### config.mk
export PLATFORM = sky130hd
export DESIGN_NAME = game_round_sequencer
export DESIGN_NICKNAME = d
export VERILOG_FILES = /design/src/rtl/game_round_sequencer_pkg.sv /design/src/rtl/game_round_sequencer_tick_divider.sv /design/src/rtl/game_round_sequencer.sv
export SDC_FILE = /design/constraint.sdc
export NUM_CORES = 1
export LEC_CHECK = 0
export ABC_CLOCK_PERIOD_IN_PS = 14100
export CAP_MARGIN = 20
export CORE_AREA = 3 3 118 120
export CTS_CLUSTER_SIZE = 12
export DETAILED_ROUTE_END_ITERATION = 12
export DIE_AREA = 0 0 121 123
export GPL_ROUTABILITY_DRIVEN = 0
export PLACE_DENSITY_LB_ADDON = 0.1
export SYNTH_ARGS = -nofsm -noshare
export SYNTH_HDL_FRONTEND = slang
export SYNTH_SLANG_ARGS = --single-unit
### constraint.sdc
create_clock -name CLOCK_50 -period 14.1 [get_ports CLOCK_50]
set_input_delay 1.41 -clock CLOCK_50 [delete_from_list [all_inputs] [get_ports CLOCK_50]]
set_output_delay 1.41 -clock CLOCK_50 [all_outputs]
set_load 0.02 [all_outputs]
### src/rtl/game_round_sequencer_pkg.sv
// Shared definitions for the round sequencer: FSM states, house codes and
// the IR sensor array width.
package game_round_sequencer_pkg;

  localparam int unsigned IR_W = 25;

  typedef enum logic [2:0] {
    ST_IDLE,
    ST_READY,
    ST_PLAY,
    ST_SHOWUP,
    ST_BOARD
  } state_t;

  typedef enum logic [1:0] {
    HOUSE_G = 2'b00,
    HOUSE_S = 2'b01,
    HOUSE_H = 2'b10,
    HOUSE_R = 2'b11
  } house_t;

endpackage

### src/rtl/game_round_sequencer_tick_divider.sv
// One-second tick generator: free-running modulo counter with a synchronous
// clear, pulsing tick during the last count of each period.
module tick_divider #(
  parameter int unsigned CLKS_PER_TICK = 50000000
) (
  input  logic clk,
  input  logic rst,
  input  logic clr,
  output logic tick
);

  localparam int unsigned CNT_W = (CLKS_PER_TICK > 1) ? $clog2(CLKS_PER_TICK) : 1;

  logic [CNT_W-1:0] count_q, count_d;

  assign tick = (count_q == CNT_W'(CLKS_PER_TICK - 1));

  always_comb begin
    count_d = count_q + 1'b1;
    if (clr || tick) count_d = '0;
  end

  always_ff @(posedge clk or posedge rst) begin
    if (rst) count_q <= '0;
    else     count_q <= count_d;
  end

endmodule

### src/rtl/game_round_sequencer.sv
// Round flow controller: get-ready countdown, timed play, times-up banner and
// leaderboard, plus per-house hit scoring from the synchronised IR sensors.
module game_round_sequencer
  import game_round_sequencer_pkg::*;
#(
  parameter int unsigned CLKS_PER_TICK = 50000000,
  parameter int unsigned READY_SECS    = 3,
  parameter int unsigned PLAY_SECS     = 60,
  parameter int unsigned SHOW_SECS     = 5,
  parameter int unsigned SCORE_W       = 10
) (
  input  logic               CLOCK_50,
  input  logic               reset,
  input  logic               start,
  input  logic               abort,
  input  logic [1:0]         house_sel,
  input  logic [24:0]        ir_in,
  output logic               G,
  output logic               S,
  output logic               H,
  output logic               R,
  output logic               get_ready,
  output logic               times_up,
  output logic               leaderboard,
  output logic [6:0]         seconds_left,
  output logic [SCORE_W-1:0] score_g,
  output logic [SCORE_W-1:0] score_s,
  output logic [SCORE_W-1:0] score_h,
  output logic [SCORE_W-1:0] score_r
);

  localparam logic [SCORE_W+4:0] SCORE_MAX = {5'b0, {SCORE_W{1'b1}}};

  state_t            state_q, state_d;
  house_t            house_q, house_d;
  logic [6:0]        sec_q, sec_d;
  logic [3:0]        flags_q, flags_d;
  logic              get_ready_q, get_ready_d;
  logic              times_up_q, times_up_d;
  logic              leaderboard_q, leaderboard_d;
  logic              tick, tick_clr;

  logic [IR_W-1:0]   sync1_q, sync1_d, sync2_q, sync2_d, hist_q, hist_d, rise;
  logic [4:0]        hits;
  logic [SCORE_W+4:0] sum;
  logic [SCORE_W-1:0] score_q [4];
  logic [SCORE_W-1:0] score_d [4];

  tick_divider #(
    .CLKS_PER_TICK(CLKS_PER_TICK)
  ) u_tick (
    .clk (CLOCK_50),
    .rst (reset),
    .clr (tick_clr),
    .tick(tick)
  );

  // Outputs are derived from the next state so they switch on the same
  // edge as the state register.
  always_comb begin
    state_d = state_q;
    house_d = house_q;
    sec_d   = sec_q;
    if (abort) begin
      state_d = ST_IDLE;
      sec_d   = '0;
    end else begin
      case (state_q)
        ST_IDLE, ST_BOARD: begin
          if (start) begin
            state_d = ST_READY;
            house_d = house_t'(house_sel);
            sec_d   = 7'(READY_SECS);
          end
        end
        ST_READY: begin
          if (tick) begin
            if (sec_q <= 7'd1) begin
              state_d = ST_PLAY;
              sec_d   = 7'(PLAY_SECS);
            end else begin
              sec_d = sec_q - 7'd1;
            end
          end
        end
        ST_PLAY: begin
          if (tick) begin
            if (sec_q <= 7'd1) begin
              state_d = ST_SHOWUP;
              sec_d   = 7'(SHOW_SECS);
            end else begin
              sec_d = sec_q - 7'd1;
            end
          end
        end
        ST_SHOWUP: begin
          if (tick) begin
            if (sec_q <= 7'd1) begin
              state_d = ST_BOARD;
              sec_d   = '0;
            end else begin
              sec_d = sec_q - 7'd1;
            end
          end
        end
        default: begin
          state_d = ST_IDLE;
          sec_d   = '0;
        end
      endcase
    end

    tick_clr      = (state_d != state_q);
    get_ready_d   = (state_d == ST_READY);
    times_up_d    = (state_d == ST_SHOWUP);
    leaderboard_d = (state_d == ST_BOARD);
    flags_d       = '0;
    if (state_d == ST_READY || state_d == ST_PLAY || state_d == ST_SHOWUP)
      flags_d[house_d] = 1'b1;
  end

  always_comb begin
    sync1_d = ir_in;
    sync2_d = sync1_q;
    hist_d  = sync2_q;
    rise    = sync2_q & ~hist_q;
    hits    = '0;
    for (int unsigned i = 0; i < IR_W; i++) hits = hits + 5'(rise[i]);
    sum     = {5'b0, score_q[house_q]} + (SCORE_W + 5)'(hits);
    score_d = score_q;
    if (state_q == ST_PLAY)
      score_d[house_q] = (sum > SCORE_MAX) ? '1 : sum[SCORE_W-1:0];
  end

  always_ff @(posedge CLOCK_50 or posedge reset) begin
    if (reset) begin
      state_q       <= ST_IDLE;
      house_q       <= HOUSE_G;
      sec_q         <= '0;
      flags_q       <= '0;
      get_ready_q   <= 1'b0;
      times_up_q    <= 1'b0;
      leaderboard_q <= 1'b0;
      sync1_q       <= '0;
      sync2_q       <= '0;
      hist_q        <= '0;
      score_q       <= '{default: '0};
    end else begin
      state_q       <= state_d;
      house_q       <= house_d;
      sec_q         <= sec_d;
      flags_q       <= flags_d;
      get_ready_q   <= get_ready_d;
      times_up_q    <= times_up_d;
      leaderboard_q <= leaderboard_d;
      sync1_q       <= sync1_d;
      sync2_q       <= sync2_d;
      hist_q        <= hist_d;
      score_q       <= score_d;
    end
  end

  assign G            = flags_q[HOUSE_G];
  assign S            = flags_q[HOUSE_S];
  assign H            = flags_q[HOUSE_H];
  assign R            = flags_q[HOUSE_R];
  assign get_ready    = get_ready_q;
  assign times_up     = times_up_q;
  assign leaderboard  = leaderboard_q;
  assign seconds_left = sec_q;
  assign score_g      = score_q[HOUSE_G];
  assign score_s      = score_q[HOUSE_S];
  assign score_h      = score_q[HOUSE_H];
  assign score_r      = score_q[HOUSE_R];

endmodule
==> results of run 1 <==
[logic make-up after synthesis]
family                   after synthesis  share of synthesized area [%]
buffers and inverters                 44                           2.46
multiplexers                          44                           8.40
AO/OA/AOI/OAI                         70                           6.45
AND/OR/NAND/NOR                      177                           13.5
XOR/XNOR                              28                           3.47
flip-flops                           160                           56.6
adder cells (fa/ha/maj)               40                           9.09
[state kept, by name (all words and copies together) (netlist names), 3 cells and up]
register and flops:
flags_q 4, hist_d 25, hist_q 25, score_g 10
score_h 10, score_r 10, score_s 10, seconds_left 7
state_q 3, sync1_q 25, u_tick.count_q 26
[power by group through the flow]
stage / Sequential [µW] / Combinational, µW / Clock (µW)
after floorplan: 526 / 232 / 0
after global placement: 525 / 319 / 0
after detailed placement: 526 / 321 / 0
after CTS: 518 / 324 / 452
after global routing: 524 / 361 / 472
final: 518 / 321 / 443
[through the flow]
stage | hold slack, ns | power (µW) | cells | setup WS [ns]
3_3_place_gp | 0.332 | 844 | 807 | 8.20
2_1_floorplan | 0.331 | 758 | 563 | 8.37
3_5_place_dp | 0.335 | 847 | 808 | 8.03
5_1_grt | 0.351 | 1360 | 838 | 7.72
6_report | 0.346 | 1280 | 838 | 8.05
4_1_cts | 0.349 | 1290 | 838 | 8.01
[critical path: cells and delay by family, from the launching register on]
family                   cells  cell delay [ns]
flip-flops                   1             0.37
adder cells (fa/ha/maj)      8             3.79
AO/OA/AOI/OAI                3             0.84
multiplexers                 1             0.33
buffers and inverters        1             0.06
AND/OR/NAND/NOR              2             0.54
[cells in the mapped netlist (13+ instances only)]
library cell	count	area [µm²]
a21oi_1	21	105
dfrtp_1	160	4000
fa_1	19	380
ha_1	21	263
inv_1	26	97.6
mux2_2	29	327
nand2_1	22	82.6
nand2b_1	22	138
nand3_1	14	70.1
nor2_1	50	188
nor3_1	16	80.1
o21ai_0	13	65.1
xnor2_1	21	184
[worst paths after layout]
check / endpoint / slack (ns) / depth (start not counted)
worst max-delay path: score_s[4] / 8.05 / 15
worst min-delay path: hist_d[20] / 0.35 / 0
worst max register to register: score_s[4] / 8.05 / 15
worst min register to register: hist_d[20] / 0.35 / 0
max in group asynchronous: score_r[6] / 11.14 / 3
min in group asynchronous: seconds_left[5] / 1.51 / 2
[routing by layer]
| metal | share of wire (%) | global-route usage [%] | vias up |
|---|---|---|---|
| li1 | - | - | 2154 |
| met1 | 44 | 26.8 | 2318 |
| met4 | 0.98 | 5.52 | 0 |
| met3 | 4.1 | 4.76 | 10 |
| met2 | 51 | 34.5 | 88 |
| met5 | 0 | 0 | - |
[final cells by class]
| class | count | area (µm²) |
|---|---|---|
| Fill cell | 950 | 4420 |
| Sequential cell | 160 | 4000 |
| Multi-Input combinational cell | 359 | 2900 |
| Timing Repair Buffer | 87 | 867 |
| Clock buffer | 20 | 457 |
| Tap cell | 176 | 220 |
| Clock inverter | 10 | 111 |
| Inverter | 26 | 103 |
==> flow_summary_export.csv, run 1 <==
group,metric,value,unit
status,status,"completed",
layout,fin_area,8660,µm²
synth,synth_edf_count,0,
global_route,antenna_found_initial,0,
clock_tree,cts.reportedPaths.clkPinSlew,0.06,ns
global_route,grtUsageTotal,20.4,%
synth,ys_types,57,
global_route,grt.overflow.total,0,
timing,setup_violations,0,
place,place_area,8100,µm²
layout,syn2layout_area_growth,22.5,%
hold_path,min_from,"sync1_q[20]",
setup_path,cpMostUsedCell,"fa_1",
clock_tree,cts_resized,0,
synth,yosys_warnings,0,
setup_path,critical_path.startpoint,"hist_q[0]",
synth,async_flop_share,100,%
global_route,grt_pass1_vias,4742,
floorplan,ios,85,
global_route,grt_max_degree,85,
global_route,grt_pass1_wl,23600,µm
clock_tree,htreeDepth,4,
setup_path,rr_startpoint,"hist_q[0]",
clock_tree,clock-sinks,160,
place,dp_hpwl,9780,µm
setup_path,criticalPathCategory,"reg2reg",
timing,setup_tns,0,ns
setup_path,cp_cell_sequence,"nand2b_1, fa_1, fa_1, fa_1, fa_1, fa_1, inv_1, fa_1, ha_1, fa_1, a211oi_1, o21ai_0, nand4b_1, o21ai_0, mux2_2",
floorplan,start_util,54.1,%
timing,drv_slew,0,
power_and_ir_drop,power_switching,389,µW
clock_tree,clockRootBuffer,"clkbuf_16",
setup_path,arrival,6.35,ns
setup_path,end_kind,"flip-flop",
power_and_ir_drop,p_clk_share,34.5,%
layout,fin_util,66.2,%
timing,fin_crit,6.05,ns
setup_path,cp_slowest_stage_delay,0.56,ns
drt,drtAntennaViolNets,0,
setup_path,cp.required,14.40,ns
floorplan,core_area,13100,µm²
synth,syn-num-nets,634,
hold_path,hold_class,"reg2reg",
clock_tree,cts_buffers,17,
drt,initialDrtViolationCount,211,
timing,finClkSkew,0.00458,ns
drt,wl_per_cell,16.9,µm
layout,antenna_cells,0,
clock_tree,cts_tree,"built",
drt,vias,4570,
clock_tree,ctsHoldBuffers,0,
setup_path,start_kind,"flip-flop",
power_and_ir_drop,switching_share,30.3,%
setup_path,worst_path_max_delay_cell,"fa_1",
synth,synth-seq-area-share,56.6,%
synth,synth_flop_cell,"dfrtp_1",
timing,rsz0062_at_grt,"no",
clock_tree,clock_latency,0.41,ns
power_and_ir_drop,pwr-share-seq,40.4,%
timing,finalCritPeriodShare,42.9,%
layout,layout.nets,722,
job,cap_violations,0,
drt,drcViolationCount,0,
power_and_ir_drop,p_comb_share,25.0,%
power_and_ir_drop,internal-power,893,µW
drt,totalWireLength,14100,µm
floorplan,rows,42,
drt,avgViaCountPerCell,5.45,
synth,syn_area,7080,µm²
drt,first_pass_iters,4,
setup_path,crit_fanout,10,
floorplan,die_h,123,µm
timing,max-slew-margin-rel,27.2,%
layout,final_cell_mix,"160 x dfrtp_1, 84 x clkdlybuf4s50_1, 50 x nor2_1",
power_and_ir_drop,max-vdd-ir-drop,0.0995,mV
synth,ys_ff_latch,160,
timing,tightest_slew,1.08,ns
timing,final_hold_viol_count,0,
power_and_ir_drop,leakagePower,0.00386,µW
layout,layout_commonest_cell,"dfrtp_1",
synth,syn_inst,563,
floorplan,die_area,14900,µm²
clock_tree,cts_setup_buffers,0,
layout,drive_gt1_share,12.1,%
clock_tree,ctsLongestPathBuffers,2,
place,port_buffers,84,
timing,fmaxAchievable,165,MHz
synth,avgSynthCellArea,12.6,µm²
power_and_ir_drop,power_density,148,nW/µm²
floorplan,die_x,121,µm
Note: power is estimated with default switching activity, not from simulation.
==> inputs of run 2 (changes only) <==
--- a/config.mk
+++ b/config.mk
@@ -5,7 +5,7 @@
 export SDC_FILE = /design/constraint.sdc
 export NUM_CORES = 1
 export LEC_CHECK = 0
-export ABC_CLOCK_PERIOD_IN_PS = 14100
+export ABC_CLOCK_PERIOD_IN_PS = 6000
 export CAP_MARGIN = 20
 export CORE_AREA = 3 3 118 120
 export CTS_CLUSTER_SIZE = 12
==> constraint.sdc (replaced) <==
create_clock -name CLOCK_50 -period 6 [get_ports CLOCK_50]
set_input_delay 0.6 -clock CLOCK_50 [delete_from_list [all_inputs] [get_ports CLOCK_50]]
set_output_delay 0.6 -clock CLOCK_50 [all_outputs]
set_load 0.02 [all_outputs]
==> flow_summary_export.csv, run 2 (synthesized netlist as in run 1, its figures left out) <==
group,metric,value,unit
drt,vias,4583,
setup_path,criticalPathCategory,"reg2reg",
drt,initialDrtViolationCount,250,
floorplan,rows,42,
power_and_ir_drop,switching_share,30.7,%
timing,setup_violations,0,
setup_path,ff2ff_path_depth,17,
power_and_ir_drop,power_switching,932,µW
timing,postLayoutSetupSlackWorst,0.285,ns
timing,fin_crit,5.72,ns
clock_tree,clock_latency,0.42,ns
hold_path,hold_class,"reg2reg",
setup_path,arrival,5.99,ns
clock_tree,cts_setup_buffers,0,
global_route,antenna_found_initial,0,
layout,layout_commonest_cell,"dfrtp_1",
layout,syn2layout_area_growth,23.0,%
clock_tree,ctsHoldBuffers,0,
layout,final_cell_mix,"160 x dfrtp_1, 84 x clkdlybuf4s50_1, 50 x nor2_1",
power_and_ir_drop,p_comb_share,26.0,%
setup_path,cp.required,6.27,ns
setup_path,cp_cell_sequence,"nor2b_1, fa_1, inv_1, fa_1, fa_1, fa_1, fa_1, inv_1, fa_1, ha_1, fa_1, a211oi_2, o21ai_0, nand4b_1, buf_4, nor2b_1, o21ai_0",
floorplan,core_area,13100,µm²
drt,totalWireLength,14500,µm
clock_tree,ctsLongestPathBuffers,2,
place,dp_hpwl,9770,µm
layout,largest_reg_flops,26,
power_and_ir_drop,p_total,3040,µW
place,place_area,8120,µm²
power_and_ir_drop,leakagePower,0.00388,µW
floorplan,die_area,14900,µm²
floorplan,die_h,123,µm
drt,avgViaCountPerCell,5.43,
global_route,grt_pass1_vias,4728,
timing,drv_slew,0,
place,dp_slack,0.187,ns
setup_path,start_kind,"flip-flop",
setup_path,crit_fanout,6,
setup_path,end_kind,"flip-flop",
layout,regMostFlops,"u_tick.count_q",
layout,fillers,979,
clock_tree,cts_tree,"built",
timing,max-slew-margin-rel,29.5,%
layout,fin_area,8700,µm²
layout,multi_input_area,2910,µm²
layout,layout.nets,726,
clock_tree,clockRootBuffer,"clkbuf_16",
place,port_buffers,84,
drt,first_pass_iters,4,
global_route,grtUsageTotal,20.7,%
hold_path,hold_depth,0,
drt,drtAntennaViolNets,0,
timing,finalCritPeriodShare,95.3,%
power_and_ir_drop,power_density,349,nW/µm²
floorplan,start_util,54.1,%
timing,tightest_slew,1.05,ns
drt,drcViolationCount,0,
clock_tree,cts.reportedPaths.clkPinSlew,0.06,ns
timing,fmaxAchievable,175,MHz
power_and_ir_drop,pwr-share-seq,39.7,%
setup_path,cpMostUsedCell,"fa_1",
floorplan,die_x,121,µm
power_and_ir_drop,max-vdd-ir-drop,0.232,mV
setup_path,worst_path_max_delay_cell,"fa_1",
clock_tree,cts_buffers,17,
timing,finClkSkew,0.00612,ns
layout,antenna_cells,0,
status,status,"completed",
power_and_ir_drop,internal-power,2100,µW
timing,setup_tns,0,ns
drt,wl_per_cell,17.1,µm
floorplan,ios,85,
layout,regArea,4000,µm²
clock_tree,clock-sinks,160,
layout,drive_gt1_share,12.7,%
power_and_ir_drop,p_clk_share,34.3,%
global_route,grt_pass1_wl,23900,µm
global_route,grt_max_degree,102,
global_route,grt.overflow.total,0,
job,cap_violations,0,
clock_tree,cts_resized,0,
timing,final_hold_viol_count,0,
setup_path,cp_slowest_stage_delay,0.55,ns
clock_tree,htreeDepth,4,
-- run 2: cell count changes in the layout (fill, tap and decap cells not counted), sizes merged --
cell    before  now
clkbuf      20   22
buf          3    7
-- run 2: path summary, 6_finish.rpt --
| check | to | slack, ns | startpoint |
|---|---|---|---|
| worst max-delay path | score_r[0] | 0.28 | hist_d[5] |
| worst min-delay path | hist_d[19] | 0.35 | sync1_q[19] |
| worst max register to register | score_r[0] | 0.28 | hist_d[5] |
| worst min register to register | hist_d[19] | 0.35 | sync1_q[19] |
| max in group asynchronous | hist_q[23] | 3.99 | reset |
| min in group asynchronous | seconds_left[4] | 0.70 | reset |
-- run 2: worst max-delay path: cells and delay by family, from the launching register on --
family,cells,cell delay (ns)
buffers and inverters,3,0.29
AO/OA/AOI/OAI,3,0.58
AND/OR/NAND/NOR,3,0.63
flip-flops,1,0.37
adder cells (fa/ha/maj),8,3.72
-- run 2: metal layers --
metal	up-vias	GRT usage (%)	part of all wire, %
met2	80	34.7	51
met3	17	6.13	4.7
li1	2146	-	-
met5	-	0	0
met1	2340	26.6	43
met4	0	5.38	1.3
-- run 2: area by class of cell --
class,count,share of cell area [%]
Multi-Input combinational cell,359,33.4
Inverter,26,1.18
Timing Repair Buffer,91,10.4
Tap cell,176,2.53
Sequential cell,160,46.0
Clock inverter,10,1.28
Clock buffer,22,5.22
-- run 2: through the flow --
step           utilization [%]  instances  hold WS [ns]
2_1_floorplan                -        563         0.331
4_1_cts                   66.4        843         0.348
5_1_grt                   66.5        844         0.353
3_3_place_gp              62.0        810         0.332
3_5_place_dp              62.0        811         0.335
6_report                  66.5        844         0.347
-- run 2: power by group through the flow --
stage	Combinational, µW	Sequential [µW]	Clock, µW
after floorplan	544	1240	0
after global placement	762	1220	0
after detailed placement	771	1220	0
after CTS	780	1210	1060
after global routing	896	1220	1110
final	788	1210	1040
==> inputs of run 3 (changes only) <==
--- a/config.mk
+++ b/config.mk
@@ -7,10 +7,10 @@
 export LEC_CHECK = 0
 export ABC_CLOCK_PERIOD_IN_PS = 6000
 export CAP_MARGIN = 20
-export CORE_AREA = 3 3 118 120
+export CORE_AREA = 3 3 117 119
 export CTS_CLUSTER_SIZE = 12
 export DETAILED_ROUTE_END_ITERATION = 12
-export DIE_AREA = 0 0 121 123
+export DIE_AREA = 0 0 120 122
 export GPL_ROUTABILITY_DRIVEN = 0
 export PLACE_DENSITY_LB_ADDON = 0.1
 export SYNTH_ARGS = -nofsm -noshare
==> flow_summary_export.csv, run 3 (synthesized netlist as in run 1, its figures left out) <==
group,metric,value,unit
layout,drive_gt1_share,13.3,%
setup_path,critical_path.startpoint,"hist_q[0]",
hold_path,min_from,"sync1_q[10]",
layout,regMostFlops,"u_tick.count_q",
timing,final_hold_viol_count,0,
global_route,grt_pass1_wl,23900,µm
timing,drv_slew,0,
clock_tree,cts_tree,"built",
power_and_ir_drop,switching_share,30.7,%
drt,drcViolationCount,0,
clock_tree,cts_setup_buffers,0,
power_and_ir_drop,power_switching,947,µW
timing,finClkSkew,0.00766,ns
floorplan,start_util,55.8,%
timing,finalCritPeriodShare,95.4,%
floorplan,rows,41,
clock_tree,cts_buffers,17,
job,cap_violations,0,
timing,tightest_slew,0.861,ns
layout,antenna_cells,0,
drt,vias,4545,
setup_path,start_kind,"flip-flop",
power_and_ir_drop,leakagePower,0.00389,µW
clock_tree,htreeDepth,4,
setup_path,cp_slowest_stage_delay,0.56,ns
power_and_ir_drop,p_comb_share,26.2,%
setup_path,cpLargestDelayFamily,"adder cells",
floorplan,die_h,122,µm
clock_tree,clock_latency,0.42,ns
layout,final_cell_mix,"160 x dfrtp_1, 84 x clkdlybuf4s50_1, 50 x nor2_1",
floorplan,ios,85,
clock_tree,clockRootBuffer,"clkbuf_16",
floorplan,core_area,12700,µm²
drt,avgViaCountPerCell,5.41,
drt,wl_per_cell,17.0,µm
place,port_buffers,84,
power_and_ir_drop,power_density,353,nW/µm²
clock_tree,ctsLongestPathBuffers,2,
drt,totalWireLength,14300,µm
power_and_ir_drop,pwr-share-seq,39.1,%
setup_path,cpMostUsedCell,"fa_1",
power_and_ir_drop,p_total,3080,µW
timing,max-slew-margin-rel,42.6,%
power_and_ir_drop,internal-power,2140,µW
clock_tree,cts.reportedPaths.clkPinSlew,0.06,ns
setup_path,cp_cell_sequence,"nand2b_1, fa_1, fa_1, fa_1, fa_1, fa_1, inv_1, fa_1, ha_1, fa_1, a211oi_2, o21ai_1, nand4b_1, buf_4, and2_1, o21ai_0",
setup_path,criticalPathCategory,"reg2reg",
status,status,"completed",
layout,layout_commonest_cell,"dfrtp_1",
global_route,grt.overflow.total,0,
setup_path,arrival,5.98,ns
global_route,antenna_found_initial,0,
layout,fin_util,68.9,%
setup_path,worst_path_max_delay_cell,"fa_1",
setup_path,cp.required,6.26,ns
layout,layout.nets,726,
global_route,grt_max_degree,102,
global_route,grtUsageTotal,21.0,%
layout,syn2layout_area_growth,23.4,%
hold_path,hold_class,"reg2reg",
drt,drtAntennaViolNets,0,
drt,initialDrtViolationCount,252,
layout,largest_reg_flops,26,
global_route,grt_pass1_vias,4764,
setup_path,crit_buf_inv,2,
timing,setup_tns,0,ns
timing,rsz0062_at_grt,"no",
timing,fmaxAchievable,175,MHz
place,dp_hpwl,10100,µm
floorplan,die_x,120,µm
timing,fin_crit,5.72,ns
power_and_ir_drop,max-vdd-ir-drop,0.285,mV
timing,setup_violations,0,
floorplan,die_area,14600,µm²
power_and_ir_drop,p_clk_share,34.8,%
clock_tree,clock-sinks,160,
setup_path,rr_startpoint,"hist_q[0]",
drt,first_pass_iters,4,
setup_path,crit_fanout,6,
setup_path,end_kind,"flip-flop",
==> run 3: metrics by stage <==
| step | setup WS, ns | instance area, µm² | hold WS [ns] | std cells |
|---|---|---|---|---|
| finish | 0.277 | 8730 | 0.346 | 840 |
| global route | 0.0507 | 8730 | 0.347 | 840 |
| CTS | 0.133 | 8710 | 0.348 | 838 |
| detailed placement | 0.152 | 8110 | 0.336 | 806 |
| global placement | 0.267 | 8100 | 0.332 | 805 |
| floorplan | 0.485 | 7080 | 0.331 | 563 |
==> run 3: final cells by class <==
type / count / area, µm²
Fill cell: 939 / 3940
Tap cell: 172 / 215
Timing Repair Buffer: 91 / 898
Sequential cell: 160 / 4000
Clock inverter: 11 / 130
Multi-Input combinational cell: 359 / 2910
Clock buffer: 21 / 470
Inverter: 26 / 103
==> run 3: what timing repair did <==
action                                  CTS  global route
hold buffers                              0             0
gates resized for setup                   0             6
endpoints found under the setup margin    0            30
==> run 3: final timing paths <==
kind | to | slack, ns | depth (start not counted)
min in group asynchronous | sync1_q[20] | 0.75 | 2
worst min register to register | hist_d[10] | 0.35 | 0
worst max-delay path | score_h[2] | 0.28 | 16
max in group asynchronous | score_g[9] | 3.95 | 3
worst max register to register | score_h[2] | 0.28 | 16
worst min-delay path | hist_d[10] | 0.35 | 0
==> run 3: power by group through the flow <==
stage	Combinational, µW	Sequential [µW]	Clock, µW
2_1_floorplan	544	1240	0
3_3_place_gp	759	1220	0
3_5_place_dp	775	1220	0
4_1_cts	786	1200	1090
5_1_grt	897	1220	1140
6_report	806	1210	1070
==> run 3: layer usage <==
metal  global-route usage (%)  routed length [µm]  part of all wire, %  vias to the layer above
met2                     37.1                7550                   53                       74
met5                        0                   0                    0                        -
met4                     5.65                 162                  1.1                        0
li1                         -                   -                    -                     2161
met1                     25.9                6060                   42                     2298
met3                     5.29                 522                  3.7                       12
